<file path="src/rtl/spike_aer_encoder.sv">
// spike_aer_encoder: turns each frame's spike vector into AER tokens plus one end-of-frame token.
// Ports: clk/rst_n (async active-low); spikes_in/frame_done capture a frame;
// ev_valid/ev_ready/ev_addr/ev_ts/ev_eof form the FIFO-buffered output stream;
// busy flags an active scan; frame_spike_count and drop_count are frame statistics.
module spike_aer_encoder #(
    parameter int NUM_NEURONS = 256,
    parameter int TS_WIDTH = 16,
    parameter int FIFO_DEPTH = 16,
    localparam int AW = $clog2(NUM_NEURONS)
) (
    input  logic                   clk,
    input  logic                   rst_n,
    input  logic [NUM_NEURONS-1:0] spikes_in,
    input  logic                   frame_done,
    output logic                   ev_valid,
    input  logic                   ev_ready,
    output logic [AW-1:0]          ev_addr,
    output logic [TS_WIDTH-1:0]    ev_ts,
    output logic                   ev_eof,
    output logic                   busy,
    output logic [AW:0]            frame_spike_count,
    output logic [15:0]            drop_count
);
    localparam int FW = $clog2(FIFO_DEPTH);
    localparam int EW = AW + TS_WIDTH + 1;

    typedef enum logic [1:0] {IDLE, SCAN, EOF} state_t;

    state_t                 state, state_nxt;
    logic [NUM_NEURONS-1:0] shadow;
    logic [TS_WIDTH-1:0]    ts_cnt, frame_ts;
    logic [AW-1:0]          idx, push_addr;
    logic [AW:0]            run_cnt;
    logic [EW-1:0]          mem [FIFO_DEPTH];
    logic [EW-1:0]          head;
    logic [FW-1:0]          wr_ptr, rd_ptr;
    logic [FW:0]            occ;
    logic                   full, push, push_eof, pop, adv;

    // room is judged on start-of-cycle occupancy, so a same-cycle pop never frees a slot
    assign full = occ == (FW+1)'(FIFO_DEPTH);
    assign ev_valid = occ != '0;
    assign pop = ev_valid && ev_ready;
    assign head = mem[rd_ptr];
    // gating by ev_valid keeps the stream at zero after reset without clearing the array
    assign {ev_addr, ev_ts, ev_eof} = ev_valid ? head : '0;
    assign busy = state != IDLE;
    // a clear bit is always skipped; a set bit advances only once it is pushed
    assign adv = state == SCAN && (!shadow[idx] || !full);

    always_comb begin
        state_nxt = state;
        push = 1'b0;
        push_eof = 1'b0;
        if (state == SCAN) begin
            push = shadow[idx] && !full;
            state_nxt = adv && (&idx) ? EOF : SCAN;
        end else if (state == EOF) begin
            push = !full;
            push_eof = 1'b1;
            state_nxt = full ? EOF : IDLE;
        end else begin
            state_nxt = frame_done ? SCAN : IDLE;
        end
        push_addr = push_eof ? '0 : idx;
    end

    always_ff @(posedge clk) begin
        if (push) mem[wr_ptr] <= {push_addr, frame_ts, push_eof};
    end

    always_ff @(posedge clk or negedge rst_n) begin
        if (!rst_n) begin
            state <= IDLE;
            shadow <= '0;
            ts_cnt <= '0;
            frame_ts <= '0;
            idx <= '0;
            run_cnt <= '0;
            frame_spike_count <= '0;
            drop_count <= '0;
            wr_ptr <= '0;
            rd_ptr <= '0;
            occ <= '0;
        end else begin
            state <= state_nxt;
            if (frame_done) ts_cnt <= ts_cnt + 1'b1;
            if (frame_done && state == IDLE) begin
                shadow <= spikes_in;
                frame_ts <= ts_cnt;
                idx <= '0;
                run_cnt <= '0;
            end
            if (frame_done && state != IDLE && drop_count != 16'hFFFF) drop_count <= drop_count + 1'b1;
            if (adv) idx <= idx + 1'b1;
            if (push && !push_eof) run_cnt <= run_cnt + 1'b1;
            if (push && push_eof) frame_spike_count <= run_cnt;
            if (push) wr_ptr <= wr_ptr + 1'b1;
            if (pop) rd_ptr <= rd_ptr + 1'b1;
            occ <= occ + (FW+1)'(push) - (FW+1)'(pop);
        end
    end
endmodule

</file>
<file path="config.mk">
export PLATFORM = sky130hd
export DESIGN_NAME = spike_aer_encoder
export DESIGN_NICKNAME = d
export VERILOG_FILES = /design/src/rtl/spike_aer_encoder.sv
export SDC_FILE = /design/constraint.sdc
export NUM_CORES = 1
export LEC_CHECK = 0
export ABC_AREA = 1
export ABC_CLOCK_PERIOD_IN_PS = 7000
export CAP_MARGIN = 10
export CORE_AREA = 2 2 286 288
export DETAILED_ROUTE_END_ITERATION = 7
export DIE_AREA = 0 0 288 290
export GPL_TIMING_DRIVEN = 0
export HOLD_SLACK_MARGIN = 0.15
export MAX_ROUTING_LAYER = met4
export PLACE_DENSITY = 0.64
export SYNTH_ARGS = -nofsm -noshare
export SYNTH_HDL_FRONTEND = slang
export SYNTH_SLANG_ARGS = --single-unit
export TNS_END_PERCENT = 50
</file>
<file path="constraint.sdc">
create_clock -name clk -period 7 [get_ports clk]
set_input_delay 1.4 -clock clk [delete_from_list [all_inputs] [get_ports clk]]
set_output_delay 1.4 -clock clk [all_outputs]
set_load 0.05 [all_outputs]
</file>
==> results of run 1 <==
registers in the layout, summed over array words and instances, names as in the netlist, 5 cells and up:
register           flops
mem                  400
shadow               256
drop_count            16
frame_ts              16
ts_cnt                16
frame_spike_count      9
run_cnt                9
idx                    8
occ                    5
kinds of logic (layout without fill, tap and decap cells):
kind of cell,count (synthesis),count (layout),synth area share
AOI/OAI and AO/OA,521,521,0.09293
buffers and inverters,322,800,0.04244
xor gates and xnor gates,49,49,0.01348
muxes,195,195,0.06896
and+or+nand+nor,990,990,0.1273
adders and majority gates,16,16,0.006523
other,0,9,0
DFF,745,745,0.6484
routing by layer:
| layer | global-route usage | vias up |
|---|---|---|
| met2 | 0.4009 | 1165 |
| met5 | - | - |
| met4 | 0.09832 | 0 |
| met1 | 0.3221 | 11738 |
| met3 | 0.04678 | 242 |
| li1 | - | 10734 |
worst max-delay path, delay by kind of cell (launching register included):
family | cells | cell delay, ps
AOI/OAI and AO/OA | 2 | 760
buffers and inverters | 4 | 2450
DFF | 1 | 450
and+or+nand+nor | 2 | 250
cells in the mapped netlist (16+ instances only):
cell / n
nor2_1: 483
edfxtp_1: 400
dfrtp_1: 345
nand2_1: 279
o21ai_0: 269
mux2_2: 195
nand3_1: 195
inv_1: 135
clkbuf_1: 123
a21oi_1: 112
o221ai_1: 70
xor2_1: 41
o22ai_1: 30
buf_2: 22
o21ai_1: 21
buf_1: 17
o211ai_1: 16
final timing paths:
kind / start / to / slack, ps / cells after the start
hold / removal: ts_cnt[9] / ts_cnt[9] / 490 / 1
min in group asynchronous: rst_n / drop_count[7] / 710 / 1
max in group asynchronous: rst_n / frame_spike_count[8] / 4780 / 3
setup / recovery: rd_ptr[0] / ev_addr[1] / 1030 / 8
setup reg to reg: idx[1] / occ[4] / 2720 / 22
hold reg to reg: ts_cnt[9] / ts_cnt[9] / 490 / 1
metrics by stage:
stage	hold WS (ps)	setup slack, ps	utilization	total power, W	setup TNS [ps]
6_report	488.1	1026	0.4915	0.01838	0
3_5_place_dp	479.2	1780	0.4582	0.01413	0
3_3_place_gp	474.3	-11280	0.4525	0.01388	-3872040
2_1_floorplan	459.4	3202	-	0.01116	0
4_1_cts	490.5	1054	0.4911	0.01836	0
5_1_grt	507.9	884.0	0.4915	0.01928	0
power by group through the flow:
| stage | sequential [W] | combinational (W) | clock [W] |
|---|---|---|---|
| global route | 0.00688 | 0.00795 | 0.00445 |
| CTS | 0.00675 | 0.00732 | 0.00429 |
| detailed placement | 0.00683 | 0.00730 | 0 |
| floorplan | 0.00663 | 0.00453 | 0 |
| global placement | 0.00683 | 0.00705 | 0 |
| finish | 0.00676 | 0.00740 | 0.00423 |
final cells by class:
type / count / area share
multi-input cells: 1771 / 0.2529
well taps: 1060 / 0.03367
inverters: 141 / 0.01350
flip-flops and latches: 745 / 0.5240
clock buffers: 114 / 0.05822
clock inverters: 38 / 0.008543
repair buffers: 326 / 0.08772
diodes: 9 / 0.0005717
plain buffers: 181 / 0.02080
==> flow_metrics.tcl, run 1 <==
set metrics [dict create \
    wl_met2_um 49010 \
    initial_utilization 0.3972 \
    h-tree-depth 3 \
    synth-async-reset-ratio 0.4631 \
    clk_path_buf_depth 3 \
    detail_route.iter0.violations 2489 \
    first_global_vias 23551 \
    ys_ff_latch 745 \
    slew-limit-headroom 0.1768 \
    synthFlopType "edfxtp_1" \
    finalInstanceArea_mm2 0.03940 \
    holdBufCountCts 0 \
    antenna_found_initial 10 \
    seq_area_frac_synth 0.6484 \
    hp-class "flip-flop to flip-flop" \
    nets 3524 \
    power_frac_comb 0.403 \
    synth_warnings 0 \
    grtUsageTotal 0.2531 \
    numCtsBuffers 82 \
    max_cap_violations 0 \
    worst_path_largest_cell_delay_ps 910 \
    wl_per_cell_um 23.55 \
    wl_met3_um 8680 \
    cts-resized-gates 0 \
    via_per_inst 5.446 \
    die_x_um 288 \
    end_kind "output port" \
    final_cell_mix "467 x nor2_1, 400 x edfxtp_1, 345 x dfrtp_1, 309 x clkdlybuf4s50_1, 279 x nand2_1" \
    crit_path_frequent_cell "clkbuf_1" \
    core_area_mm2 0.08016 \
    antenna_left 0 \
    areaGrowthSynthToFinish_pct 23.73 \
    post_cts_buffers 0 \
    seqPwrFrac 0.368 \
    netlist_area_mm2 0.03184 \
    synth_top_area_cell "edfxtp_1" \
    die_area_mm2 0.08352 \
    status "finished clean" \
    fill_cells 7308 \
    place.detailed.instances 4223 \
    syn_nets 3114 \
    slowest_stage "clkdlybuf4s50_1" \
    drcViolationCount 0 \
    switching_share 0.4102 \
    cp.required_ps 5600 \
    cts.sinks 745 \
    grt-ovfl-total 0 \
    synthCells 2838 \
    ys_types 32 \
    cp_max_fo 10 \
    p_switching_w 0.007541 \
    placed_cell_area_mm2 0.03673 \
    max-vdd-ir-drop_v 0.0002435 \
    finalCriticalPeriod_ps 5974 \
    syn_area_per_cell_um2 11.22 \
    totalWireLength_um 103200 \
    area.sequential_mm2 0.02064 \
    boundaryPins 312 \
    die_y_um 290 \
    rsz0062_at_grt "false" \
    drv_slew 0 \
    p_int_w 0.01084 \
    powerDensity_mw_per_mm2 466.7 \
    firstDrtPassIters 6 \
    cts.root.buffer_cell "clkbuf_16" \
    multi_input_area_mm2 0.009965 \
    vias 23879 \
    drive_gt1_frac 0.1227 \
    insertion_delay_ps 660 \
    synth_top_area_frac 0.3772 \
    layoutNonFillerInstCount 4385 \
    worstPathArrival_ps 4570 \
    grt_pass1_wl_um 151700 \
    cts_tree "yes" \
    final_common_cell "nor2_1" \
    p_leak_nw 15.39 \
    synth.area.top_cells "edfxtp_1 38%, dfrtp_1 27%, mux2_2 6.9%, nor2_1 5.7%, o21ai_0 4.2%" \
    critPathLaunchType "flip-flop" \
    maxUsedRoutingLayer "met4" \
    num_rows 104 \
    gp_congestion 0.9029 \
    clk_pin_slew_ps 60 \
    setup-violations-final 0 \
    tightestPinTransition_ps 1230 \
    dp_hpwl_um 73670 \
    grt_max_degree 114 \
    post-route-period-util 0.8534 \
    portBuffers 310 \
    clock_power_share 0.230 \
    hold_viol_final 0 \
    fmax_ghz 0.1674 \
    clock_skew_ps 41.53 \
    synth-edff-count 400 \
    path_class "flip-flop to output port" \
    path_cells "clkbuf_1 -> clkbuf_1 -> clkbuf_1 -> nor2_1 -> o221ai_1 -> nand3_1 -> a21oi_1 -> clkdlybuf4s50_1" \
    met1Wirelength_um 41220 \
]
No activity file was read; power rests on OpenSTA's default activity.
==> run 2, diff against run 1 <==
--- a/config.mk
+++ b/config.mk
@@ -9,6 +9,7 @@
 export ABC_CLOCK_PERIOD_IN_PS = 7000
 export CAP_MARGIN = 10
 export CORE_AREA = 2 2 286 288
+export CTS_CLUSTER_SIZE = 28
 export DETAILED_ROUTE_END_ITERATION = 7
 export DIE_AREA = 0 0 288 290
 export GPL_TIMING_DRIVEN = 0
==> results of run 2 <==
Final layout, timing and power as in run 1 (identical DEF).
